--- config.mk ---
export PLATFORM = sky130hd
export DESIGN_NAME = weight_dump_tx
export DESIGN_NICKNAME = d
export VERILOG_FILES = /design/src/rtl/weight_dump_pkg.sv /design/src/rtl/weight_dump_tx_uart.sv /design/src/rtl/weight_dump_tx.sv
export SDC_FILE = /design/constraint.sdc
export NUM_CORES = 1
export LEC_CHECK = 0
export ABC_AREA = 1
export ABC_CLOCK_PERIOD_IN_PS = 2900
export CORE_MARGIN = 2
export CORE_UTILIZATION = 28
export CTS_CLUSTER_DIAMETER = 100
export DETAILED_ROUTE_END_ITERATION = 10
export PLACE_DENSITY = 0.45
export SYNTH_ARGS = -nofsm -noshare
export SYNTH_HDL_FRONTEND = slang
export SYNTH_SLANG_ARGS = --single-unit
--- constraint.sdc ---
create_clock -name clk -period 2.9 [get_ports clk]
set_input_delay 0.58 -clock clk [delete_from_list [all_inputs] [get_ports clk]]
set_output_delay 0.58 -clock clk [all_outputs]
set_load 0.1 [all_outputs]
--- src/rtl/weight_dump_pkg.sv ---
// rtl/weight_dump_pkg.sv - shared types and constants for the weight dump transmitter
package weight_dump_pkg;

  localparam int WORD_W = 24;

  typedef enum logic [2:0] {
    S_IDLE,
    S_READ,
    S_LATCH,
    S_SEND,
    S_CSUM,
    S_FIN
  } state_t;

  function automatic int calc_div(input int clk_hz, input int baud);
    return clk_hz / baud;
  endfunction

endpackage

--- src/rtl/weight_dump_tx_uart.sv ---
// rtl/weight_dump_tx_uart.sv - 8N1 byte serializer; ready marks the last stop-bit cycle
module uart_tx_byte #(
  parameter int DIV = 217
) (
  input  logic       clk,
  input  logic       rst,
  input  logic       load,
  input  logic [7:0] byte_in,
  output logic       txd,
  output logic       ready
);

  localparam int CNT_W = $clog2(DIV + 1);
  localparam logic [CNT_W-1:0] CNT_MAX = CNT_W'(DIV - 1);

  logic             active;
  logic [CNT_W-1:0] cnt;
  logic [3:0]       bit_idx;
  logic [8:0]       shreg;

  assign ready = active && (bit_idx == 4'd9) && (cnt == CNT_MAX);

  // load wins over the running byte so a load on the ready cycle chains with no gap
  always_ff @(posedge clk) begin
    if (rst) begin
      active  <= 1'b0;
      cnt     <= '0;
      bit_idx <= '0;
      shreg   <= '1;
      txd     <= 1'b1;
    end else if (load) begin
      active  <= 1'b1;
      cnt     <= '0;
      bit_idx <= '0;
      shreg   <= {1'b1, byte_in};
      txd     <= 1'b0;
    end else if (active) begin
      if (cnt == CNT_MAX) begin
        cnt <= '0;
        if (bit_idx == 4'd9) begin
          active <= 1'b0;
          txd    <= 1'b1;
        end else begin
          txd     <= shreg[0];
          shreg   <= {1'b1, shreg[8:1]};
          bit_idx <= bit_idx + 4'd1;
        end
      end else begin
        cnt <= cnt + CNT_W'(1);
      end
    end
  end

endmodule

--- src/rtl/weight_dump_tx.sv ---
// rtl/weight_dump_tx.sv - reads a RAM word range and streams it MSB-first over UART with an XOR checksum
module weight_dump_tx
  import weight_dump_pkg::*;
#(
  parameter int CLK_HZ = 25_000_000,
  parameter int BAUD   = 115200,
  parameter int ADDR_W = 24,
  parameter int DATA_W = 21
) (
  input  logic              clk,
  input  logic              rst,
  input  logic              start,
  input  logic [ADDR_W-1:0] base_addr,
  input  logic [ADDR_W-1:0] word_count,
  output logic              ram_re,
  output logic [ADDR_W-1:0] ram_addr,
  input  logic [DATA_W-1:0] ram_data,
  output logic              txd,
  output logic              busy,
  output logic              done
);

  localparam int DIV = calc_div(CLK_HZ, BAUD);

  state_t            state;
  logic [ADDR_W-1:0] base_q;
  logic [ADDR_W-1:0] count_q;
  logic [ADDR_W-1:0] index;
  logic [WORD_W-1:0] word_q;
  logic [WORD_W-1:0] sext;
  logic [7:0]        csum;
  logic [1:0]        byte_sel;
  logic              load;
  logic              ready;
  logic [7:0]        byte_in;
  logic              last_byte;
  logic              last_word;

  assign sext      = {{(WORD_W - DATA_W){ram_data[DATA_W-1]}}, ram_data};
  assign last_byte = (byte_sel == 2'd2);
  assign last_word = ((index + ADDR_W'(1)) == count_q);

  // The serializer is fed combinationally so the next byte starts on the ready edge
  always_comb begin
    load    = 1'b0;
    byte_in = 8'h00;
    case (state)
      S_IDLE: begin
        if (start && (word_count == '0)) begin
          load    = 1'b1;
          byte_in = 8'h00;
        end
      end
      S_LATCH: begin
        load    = 1'b1;
        byte_in = sext[23:16];
      end
      S_SEND: begin
        if (ready) begin
          if (!last_byte) begin
            load    = 1'b1;
            byte_in = (byte_sel == 2'd0) ? word_q[15:8] : word_q[7:0];
          end else if (last_word) begin
            load    = 1'b1;
            byte_in = csum;
          end
        end
      end
      default: ;
    endcase
  end

  always_ff @(posedge clk) begin
    if (rst) begin
      state    <= S_IDLE;
      busy     <= 1'b0;
      done     <= 1'b0;
      ram_re   <= 1'b0;
      ram_addr <= '0;
      base_q   <= '0;
      count_q  <= '0;
      index    <= '0;
      word_q   <= '0;
      csum     <= 8'h00;
      byte_sel <= 2'd0;
    end else begin
      done   <= 1'b0;
      ram_re <= 1'b0;
      case (state)
        S_IDLE: begin
          if (start) begin
            base_q  <= base_addr;
            count_q <= word_count;
            index   <= '0;
            csum    <= 8'h00;
            busy    <= 1'b1;
            if (word_count == '0) begin
              state <= S_CSUM;
            end else begin
              state    <= S_READ;
              ram_re   <= 1'b1;
              ram_addr <= base_addr;
            end
          end
        end
        S_READ: state <= S_LATCH;
        S_LATCH: begin
          word_q   <= sext;
          csum     <= csum ^ sext[23:16] ^ sext[15:8] ^ sext[7:0];
          byte_sel <= 2'd0;
          state    <= S_SEND;
        end
        S_SEND: begin
          if (ready) begin
            if (!last_byte) begin
              byte_sel <= byte_sel + 2'd1;
            end else begin
              index <= index + ADDR_W'(1);
              if (last_word) begin
                state <= S_CSUM;
              end else begin
                state    <= S_READ;
                ram_re   <= 1'b1;
                ram_addr <= base_q + index + ADDR_W'(1);
              end
            end
          end
        end
        S_CSUM: begin
          if (ready) begin
            state <= S_FIN;
            done  <= 1'b1;
            busy  <= 1'b0;
          end
        end
        S_FIN:   state <= S_IDLE;
        default: state <= S_IDLE;
      endcase
    end
  end

  uart_tx_byte #(
    .DIV(DIV)
  ) u_tx (
    .clk    (clk),
    .rst    (rst),
    .load   (load),
    .byte_in(byte_in),
    .txd    (txd),
    .ready  (ready)
  );

endmodule

After elaboration in Yosys (flattened, before gate mapping). Index checks and enable logic that the tools add are counted.

Register bits: 150. Bits in latches: 0. Memory bits (writable): 0. ROM bits: 0. Bits of input ports: 72. Word-level logic and storage cells: 122. Memories kept: 0.

Add/subtract/negate cells: 6. Multipliers: 0. Divide/modulo/power cells: 0. $lt $le $gt $ge: 0. Eq/ne operators: 16. Shifts and indexed selects: 0. Muxes and demuxes: 55. Bitwise logic cells: 5. Reductions and logical operators: 24.

Operator list (number): $mux W24 (8); $pmux W24 S2 (2); $mux W8 (10); $add A24 B1 Y24 const B (2); $pmux W8 S2 (2); $add A24 B24 Y24 (1); $eq A24 B24 Y1 (1); $logic_not A24 Y1 (1); $xor A8 B8 Y8 (3); $mux W1 (20); $mux W3 (6); $ne A2 B2 Y1 const B (8); $pmux W3 S5 (1); $reduce_and A3 Y1 (4); $reduce_bool A2 Y1 (6); $add A8 B1 Y8 const B (1); $eq A8 B8 Y1 const B (1); $reduce_and A4 Y1 (2); $eq A3 B2 Y1 const B (2); $reduce_and A2 Y1 (3); $reduce_and A6 Y1 (1); $add A4 B1 Y4 const B (1); $eq A4 B4 Y1 const B (1); $mux W2 (2); 12 further kinds (17).

Logic depth before layout (Yosys ltp). Gate-level depths: netlist (run 1).

Depth after elaboration: 8. Mapped depth: 19. Depth with buffers taken out: 19.

Cells and area by module. A second synthesis (run 1) with hierarchy kept.

Cell total of the unflattened synthesis: 1412. Area total of the unflattened synthesis: 9251.4 sq um.

By module, submodules not included: weight_dump_tx (times used 1, cells an instance 1264, area an instance 8081.5 sq um); uart_tx_byte (times used 1, cells an instance 148, area an instance 1169.9 sq um).

Least setup slack after synthesis (run 1). OpenSTA, ideal clock, no wires.

Kind: register to register. Start: register index[0]. End: register ram_addr[18]. Arrival time: 2392 ps. Data required time: 2781 ps. Path slack: 388 ps. Cell stages (with the launch flop): 19. Buffers on the path: 0. Period minus slack after synthesis: 2512 ps. Cells stage by stage: dfxtp_1 > inv_1 > ha_1 > inv_1 > fa_1 > nand3_1 > nand2_1 > a21boi_0 > inv_1 > nand2_1 > nand2_1 > a21oi_1 > inv_1 > a21o_1 > or2_2 > nand3_1 > nand2_1 > nor2_1 > nor2_1.

Cells in the longest elaborated chain, start to end: 6. Elaborated cells on any way between the ends: 10. Classes of those cells: 3 x add/sub; 2 x eq/ne; 4 x mux; 1 x reduce/logical.

Ends and longest elaborated chain: start: declaration (RTL line weight_dump_tx.sv:28) `logic [ADDR_W-1:0] index;`; start signal: assignment (RTL line weight_dump_tx.sv:118) `index <= index + ADDR_W'(1);`; $add A24 B24 Y24 (RTL line weight_dump_tx.sv:124) `ram_addr <= base_q + index + ADDR_W'(1);`; $add A24 B1 Y24 (RTL line weight_dump_tx.sv:124); $mux W24 (RTL line weight_dump_tx.sv:119) `if (last_word) begin`; $mux W24 (RTL line weight_dump_tx.sv:115) `if (!last_byte) begin`; $mux W24 (RTL line weight_dump_tx.sv:114) `if (ready) begin`; $pmux W24 S2 (RTL line weight_dump_tx.sv:89) `case (state)`; end signal: assignment (RTL line weight_dump_tx.sv:102) `ram_addr <= base_addr;`; end signal: assignment (RTL line weight_dump_tx.sv:124); end: declaration (RTL line weight_dump_tx.sv:16) `output logic [ADDR_W-1:0] ram_addr,`.

Parallel ways exist; a longest one is shown, timed or not. The select of a mux whose other input is x is not followed. A chain may end at the register's enable or synchronous reset.

Worst setup path in the final report (run 1).
Start: register index[0]. End: register ram_addr[1].

The elaborated chain is that of the path after synthesis.

==> summary.md, run 1 <==
| Metric | Value |
|---|---|
| Overall routing resource usage | `17.3%` |
| Multi-input logic area | `5340 um^2` |
| Number of antenna violations at the first check in global routing | `1` |
| Grt ovf | `0` |
| Slew Limit Fails | `0` |
| RSZ-0062 raised after global routing | `yes` |
| Top_reg_cell synth | `dfxtp_1` |
| Core Box Area | `31,600 um^2` |
| Drt total wl | `28.8 mm` |
| Detail Route Antenna Nets | `0` |
| Num Clock Sinks | `150` |
| CP max stage delay | `0.36 ns` |
| Initial core utilization | `28.4%` |
| Tightest Pin Transition | `0.892 ns` |
| Switching portion of total power | `42.9%` |
| WL met3 | `737 um` |
| Fmax | `0.373 GHz` |
| DR iter-0 viols | `433` |
| DPL Wire Length | `20.9 mm` |
| # DRC | `0` |
| Post-synth cell types | `44` |
| Register area share after synthesis | `33.5%` |
| Crit Path Category | `flop to flop` |
| Placed cell area | `10,600 um^2` |
| Slowest CP cell | `dfxtp_1` |
| Most common cell after layout, fill and taps aside | `nand2_1` |
| Cells after synthesis | `1,375` |
| Crit-path max FO | `27` |
| Clock share of power | `27.2%` |
| ANT cells | `0` |
| Vias in the first global route | `8,622` |
| Relative slew slack | `40.5%` |
| Status | `completed` |
| FF/Latch Area | `3000 um^2` |
| Max-Cap Viols | `0` |
| Skew final | `0.0120 ns` |
| Per-cell routed wire length | `15.1 um` |
| M1 WL | `13.9 mm` |
| Fin util | `35.8%` |
| CTS tree | `yes` |
| Fillers | `3,475` |
| Maximum clock insertion buffer count | `2` |
| Pin count of the biggest net entering global routing | `75` |
| Die Y | `183 um` |
| Setup crit end kind | `flop` |
| Length of the first detailed-routing pass in iterations | `7` |
| Final Wtd Congestion | `0.860` |
| Crit-path most repeated cell | `nand2_1` |
| Fraction of layout cells with a size suffix above 1 | `11.4%` |
| Routed vias | `9,122` |
| DR WL met2 | `13.9 mm` |
| IO Port Bufs | `99` |
| Clock Pin Slew Worst Setup and Hold Paths | `0.07 ns` |
| First-pass GRT wire length | `45.7 mm` |
| Minimum clock period | `2.68 ns` |
| Number of flops mapped to enable cells by yosys | `0` |
| CP Data Required Time | `3.23 ns` |
| Net switching power | `3850 uW` |
| Hold slack | `0.453 ns` |
| Layout area overhead | `26.1%` |
| Die W | `183 um` |
| Final worst-path cycle share | `92.4%` |
| Cell leakage power | `0.00489 uW` |
| Synth warn | `0` |
| Flop pwr share | `30.9%` |
| CTS Root Cell | `clkbuf_16` |
| Row cnt | `65` |
| Max Used Layer | `met4` |
| Nature of the critical path startpoint | `flop` |
| Final setup viols | `0` |
| Most frequent cells in the layout | `375 x nand2_1, 149 x dfxtp_1, 146 x a21oi_1` |
| Flops & latches, synth | `150` |
| Num CTS Buffers | `17` |
| Cell area power density | `793 nW/um^2` |
| Final Hold Vio Count | `0` |
| Skew-Pair Late Insertion Delay | `0.44 ns` |
| Vias per Instance | `4.78` |
| Cell area after layout | `11,300 um^2` |
| Die area | `33,500 um^2` |
| Int Pwr | `5120 uW` |
| Syn avg cell area | `6.52 um^2` |
| NumNets Final | `1,597` |
| Netlist Area Pre-Place | `8970 um^2` |
| Asr flop ratio synth | `0%` |
| CP Cell Sequence | `ha_2 -> nand2_2 -> nor2_4 -> nand2_1 -> o21bai_2 -> nand2_1 -> nand2_1 -> nand2_1 -> nor2_1 -> nand2_2 -> nor2_8 -> nand3_4 -> nand2_1 -> nand2_2 -> buf_12 -> o21ai_0 -> a21oi_1` |
| Worst Hold Class | `flop to flop` |
| Critical Path AT | `3.01 ns` |
| Worst vdd ir | `0.524 mV` |
| Part of the power in combinational logic | `41.9%` |
| Post-synthesis net count | `1,478` |
| H-tree Lvls | `4` |
| # IOs | `100` |
## kinds of logic (layout without fill, tap and decap cells)
kind of cell,count (synthesis),after routing,synth area share [%]
and+or+nand+nor,696,696,34.2
AOI/OAI and AO/OA,291,291,17.3
buffers and inverters,176,307,7.59
DFF,150,150,33.5
adders and majority gates,31,31,4.41
xor gates and xnor gates,29,29,2.83
muxes,2,2,0.223
## registers in the layout (all words and copies together) (netlist names), 8 cells and up
signal and cells:
csum 8, index 24, u_tx.cnt 8, word_q 16, u_tx.shreg 8, ram_addr 24
count_q 24, base_q 24
## final timing paths
check                                        startpoint                  endpoint  slack [ns]  depth (start not counted)
worst max register to register    index[0]$_SDFFE_PP0P_  ram_addr[1]$_SDFFE_PP0P_        0.22                         17
worst min register to register  word_q[15]$_SDFFE_PP0P_   word_q[15]$_SDFFE_PP0P_        0.45                          2
worst max-delay path              index[0]$_SDFFE_PP0P_  ram_addr[1]$_SDFFE_PP0P_        0.22                         17
worst min-delay path            word_q[15]$_SDFFE_PP0P_   word_q[15]$_SDFFE_PP0P_        0.45                          2
## critical path, delay by kind of cell, from the launching register on
family                     cells  cell delay, ns
buffers and inverters          1            0.16
adders and majority gates      1            0.23
AOI/OAI and AO/OA              3            0.44
and+or+nand+nor               12            1.36
DFF                            1            0.36
## synthesized netlist by cell type, drive strengths merged, types with 13 or more instances
library cell	count	area share (%)
nand2	386	16
dfxtp	150	33
a21oi	149	8.4
nor2	141	7.0
inv	126	5.3
o21ai	115	6.4
nand3	98	5.8
clkbuf	37	1.5
ha	30	4.2
nand4	29	2.0
xor2	23	2.2
nor3	13	0.73
## cell type report
cell class / instances / area share [%]
flip-flops and latches: 150 / 26.6
repair buffers: 149 / 12.0
clock buffers: 20 / 4.04
well taps: 402 / 4.45
clock inverters: 11 / 1.52
multi-input cells: 1049 / 47.2
inverters: 127 / 4.22
## power by group through the flow
stage	Clock (uW)	Combinational (uW)	Sequential [uW]
after global routing	2590	4110	2820
after floorplan	0	1830	3630
after CTS	2510	3780	2770
after global placement	0	3750	2810
final	2440	3750	2770
after detailed placement	0	3770	2820
## per-stage QoR
step	total power, uW	TNS, ns	instances	setup slack [ns]
3_3_place_gp	6570	0	1873	0.0531
5_1_grt	9530	-0.0139	1908	-0.0139
4_1_cts	9060	0	1904	0.110
3_5_place_dp	6580	0	1873	0.0816
2_1_floorplan	5460	0	1375	0.388
6_report	8970	0	1908	0.220
## per-layer routing
metal,track usage (%),up-vias
met2,30.1,116
met5,0,-
met3,2.74,19
li1,-,4765
met1,22.3,4222
met4,4.45,0
## what timing repair did
action,in CTS,in global routing
setup buffers,0,4
endpoints found under the setup margin,0,27
gates resized for setup,0,14
hold buffers,0,0
(Power assumes the default switching activity.)
==> inputs of run 2 (changes only) <==
Settings changed: ABC_CLOCK_PERIOD_IN_PS 2900 to 2600, CORE_UTILIZATION 28 to 30, PLACE_DENSITY 0.45 to 0.46.
Clock period 2.9 ns to 2.6 ns, I/O delays scaled along.
==> summary.md, run 2 (same netlist as run 1, synthesis figures left out) <==
| Metric | Value |
|---|---|
| Status | `completed` |
| Vias in the first global route | `8,585 (-0.43%)` |
| Overall routing resource usage | `18.4% (+1.1 points)` |
| Per-cell routed wire length | `15.4 um (+2.1%)` |
| Routed vias | `9,421 (+3.3%)` |
| Skew-Pair Late Insertion Delay | `0.44 ns (about the same)` |
| Slowest CP cell | `dfxtp_4` |
| H-tree Lvls | `4 (unchanged)` |
| Number of antenna violations at the first check in global routing | `0 (-1)` |
| Fmax | `0.389 GHz (+4.4%)` |
| Grt ovf | `0 (unchanged)` |
| Hold Buf Count CTS | `0 (unchanged)` |
| Reg2reg path depth | `17 (unchanged)` |
| Critical Path AT | `2.94 ns (-0.07 ns)` |
| Most frequent cells in the layout | `362 x nand2_1, 141 x a21oi_1, 140 x dfxtp_1` |
| DR iter-0 viols | `598 (+38%)` |
| Inst Count DP | `1,898 (+1.3%)` |
| Most common cell after layout, fill and taps aside | `nand2_1` |
| Die W | `177 um (-3.3%)` |
| Final setup viols | `0 (unchanged)` |
| Final Wtd Congestion | `0.861 (+0.19%)` |
| Die area | `31,300 um^2 (-6.5%)` |
| DPL Wire Length | `21.0 mm (+0.30%)` |
| ANT cells | `0 (unchanged)` |
| Hold Path End | `byte_sel[0]$_SDFFE_PP0P_` |
| Reg2reg start | `index[0]$_SDFFE_PP0P_` |
| Tightest Pin Transition | `0.934 ns (+0.0413 ns)` |
| Nature of the critical path startpoint | `flop` |
| # DRC | `0 (unchanged)` |
| # IOs | `100 (unchanged)` |
| Layout area overhead | `33.6%` |
| Crit Path Category | `flop to flop` |
| Detail Route Antenna Nets | `0 (unchanged)` |
| Multi-input logic area | `5610 um^2 (+5.2%)` |
| Fillers | `3,154 (-9.2%)` |
| Total power | `10,100 uW (+13%)` |
| Worst vdd ir | `0.433 mV (-17%)` |
| Relative slew slack | `37.7% (-2.8 points)` |
| Buf/Inv on CP | `2 (+1)` |
| Worst Min Path Start | `byte_sel[0]$_SDFFE_PP0P_` |
| Die Y | `177 um (-3.3%)` |
| Initial core utilization | `30.3% (+1.9 points)` |
| CTS Root Cell | `clkbuf_16` |
| Crit-path max FO | `6 (-78%)` |
| Final Hold Vio Count | `0 (unchanged)` |
| Largest delay share family, worst path | `simple AND/OR/NAND/NOR gates` |
| Post-Route Setup TNS | `0 ns (unchanged)` |
| Max-Cap Viols | `0 (unchanged)` |
| First-pass GRT wire length | `45.1 mm (-1.4%)` |
| WHS Path Cells | `1 (-1)` |
| Maximum clock insertion buffer count | `2 (unchanged)` |
| RR Endpoint | `ram_addr[23]$_SDFFE_PP0P_` |
| Skew final | `0.0134 ns (+0.00141 ns)` |
| FF/Latch Area | `3020 um^2 (+0.54%)` |
| Clock Pin Slew Worst Setup and Hold Paths | `0.07 ns (about the same)` |
| CP max stage delay | `0.39 ns (+0.03 ns)` |
| CP Data Required Time | `2.97 ns (-0.26 ns)` |
| Num Clock Sinks | `150 (unchanged)` |
| Worst reg2reg setup slack | `0.03 ns (-0.19 ns)` |
| Drt total wl | `30.0 mm (+4.2%)` |
| Num CTS Buffers | `17 (unchanged)` |
| Fin cells | `1,947 (+2.0%)` |
| Cell area power density | `846 nW/um^2 (+6.7%)` |
| Fraction of layout cells with a size suffix above 1 | `18.2% (+6.8 points)` |
| NumNets Final | `1,647 (+3.1%)` |
| CTS tree | `yes` |
| RSZ-0062 raised after global routing | `yes` |
| IO Port Bufs | `99 (unchanged)` |
| Final worst-path cycle share | `98.8% (+6.4 points)` |
| Vias per Instance | `4.84 (+1.2%)` |
| Worst Hold Class | `flop to flop` |
| Cell leakage power | `0.00522 uW (+6.9%)` |
| Core Box Area | `29,600 um^2 (-6.3%)` |
| Minimum clock period | `2.57 ns (-0.112 ns)` |
| CP Cell Sequence | `ha_4 -> nand2_4 -> nor2_4 -> nand2_2 -> nand3_1 -> nand2_1 -> nor2_2 -> nand3_2 -> nor2_2 -> nand2_2 -> nor2_8 -> nand3_4 -> a21boi_4 -> buf_12 -> buf_12 -> nand2_1 -> a21oi_2` |
| Row cnt | `63 (-3.1%)` |
| Length of the first detailed-routing pass in iterations | `5 (-2)` |
| Hold slack | `0.455 ns (+0.00180 ns)` |
| Pin count of the biggest net entering global routing | `73 (-2.7%)` |
| Slew Limit Fails | `0 (unchanged)` |
| Setup crit end kind | `flop` |
[run 2: layer usage]
layer / GRT usage (%) / wire, um
met1: 23.5 / 14200
met2: 31.9 / 14300
met3: 2.73 / 938
met4: 5.44 / 552
met5: 0 / 0
[run 2: cell type report]
| type | count | area share, % |
|---|---|---|
| flip-flops and latches | 150 | 25.2 |
| well taps | 390 | 4.07 |
| inverters | 127 | 4.00 |
| clock buffers | 18 | 3.58 |
| repair buffers | 199 | 15.3 |
| clock inverters | 14 | 0.971 |
| multi-input cells | 1049 | 46.8 |
[run 2: worst max path at each step]
stage | startpoint | to | slack (ns) | depth (start not counted)
final | index[0]$_SDFFE_PP0P_ | ram_addr[23]$_SDFFE_PP0P_ | 0.03 | 17
after global routing | index[0]$_SDFFE_PP0P_ | ram_addr[23]$_SDFFE_PP0P_ | -0.11 | 18
after CTS | index[0]$_SDFFE_PP0P_ | u_tx.shreg[7]$_SDFFE_PP1P_ | 0.02 | 19
after detailed placement | word_count[3] | u_tx.shreg[7]$_SDFFE_PP1P_ | -0.12 | 11
after global placement | word_count[3] | u_tx.shreg[7]$_SDFFE_PP1P_ | -0.17 | 11
after floorplan | index[0]$_SDFFE_PP0P_ | ram_addr[18]$_SDFFE_PP0P_ | 0.09 | 18
[run 2: where the power goes]
group	internal [uW]	total, uW	switching (uW)
logic	1510	4640	3130
clock network	1250	2400	1150
registers	2810	3100	288
[run 2: repair_timing]
action	4_1_cts	5_1_grt
setup buffers	0	13
cloned	0	4
endpoints found under the setup margin	14	60
gates resized for setup	9	99
pin swaps	1	26
[run 2: metrics by stage]
step | utilization (%) | worst slack (ns) | instance area, um^2
CTS | 38.7 | 0.0183 | 11400
finish | 40.5 | 0.0322 | 12000
global placement | 36.8 | -0.172 | 10900
global route | 40.5 | -0.114 | 12000
floorplan | - | 0.0883 | 8970
detailed placement | 36.8 | -0.118 | 10900
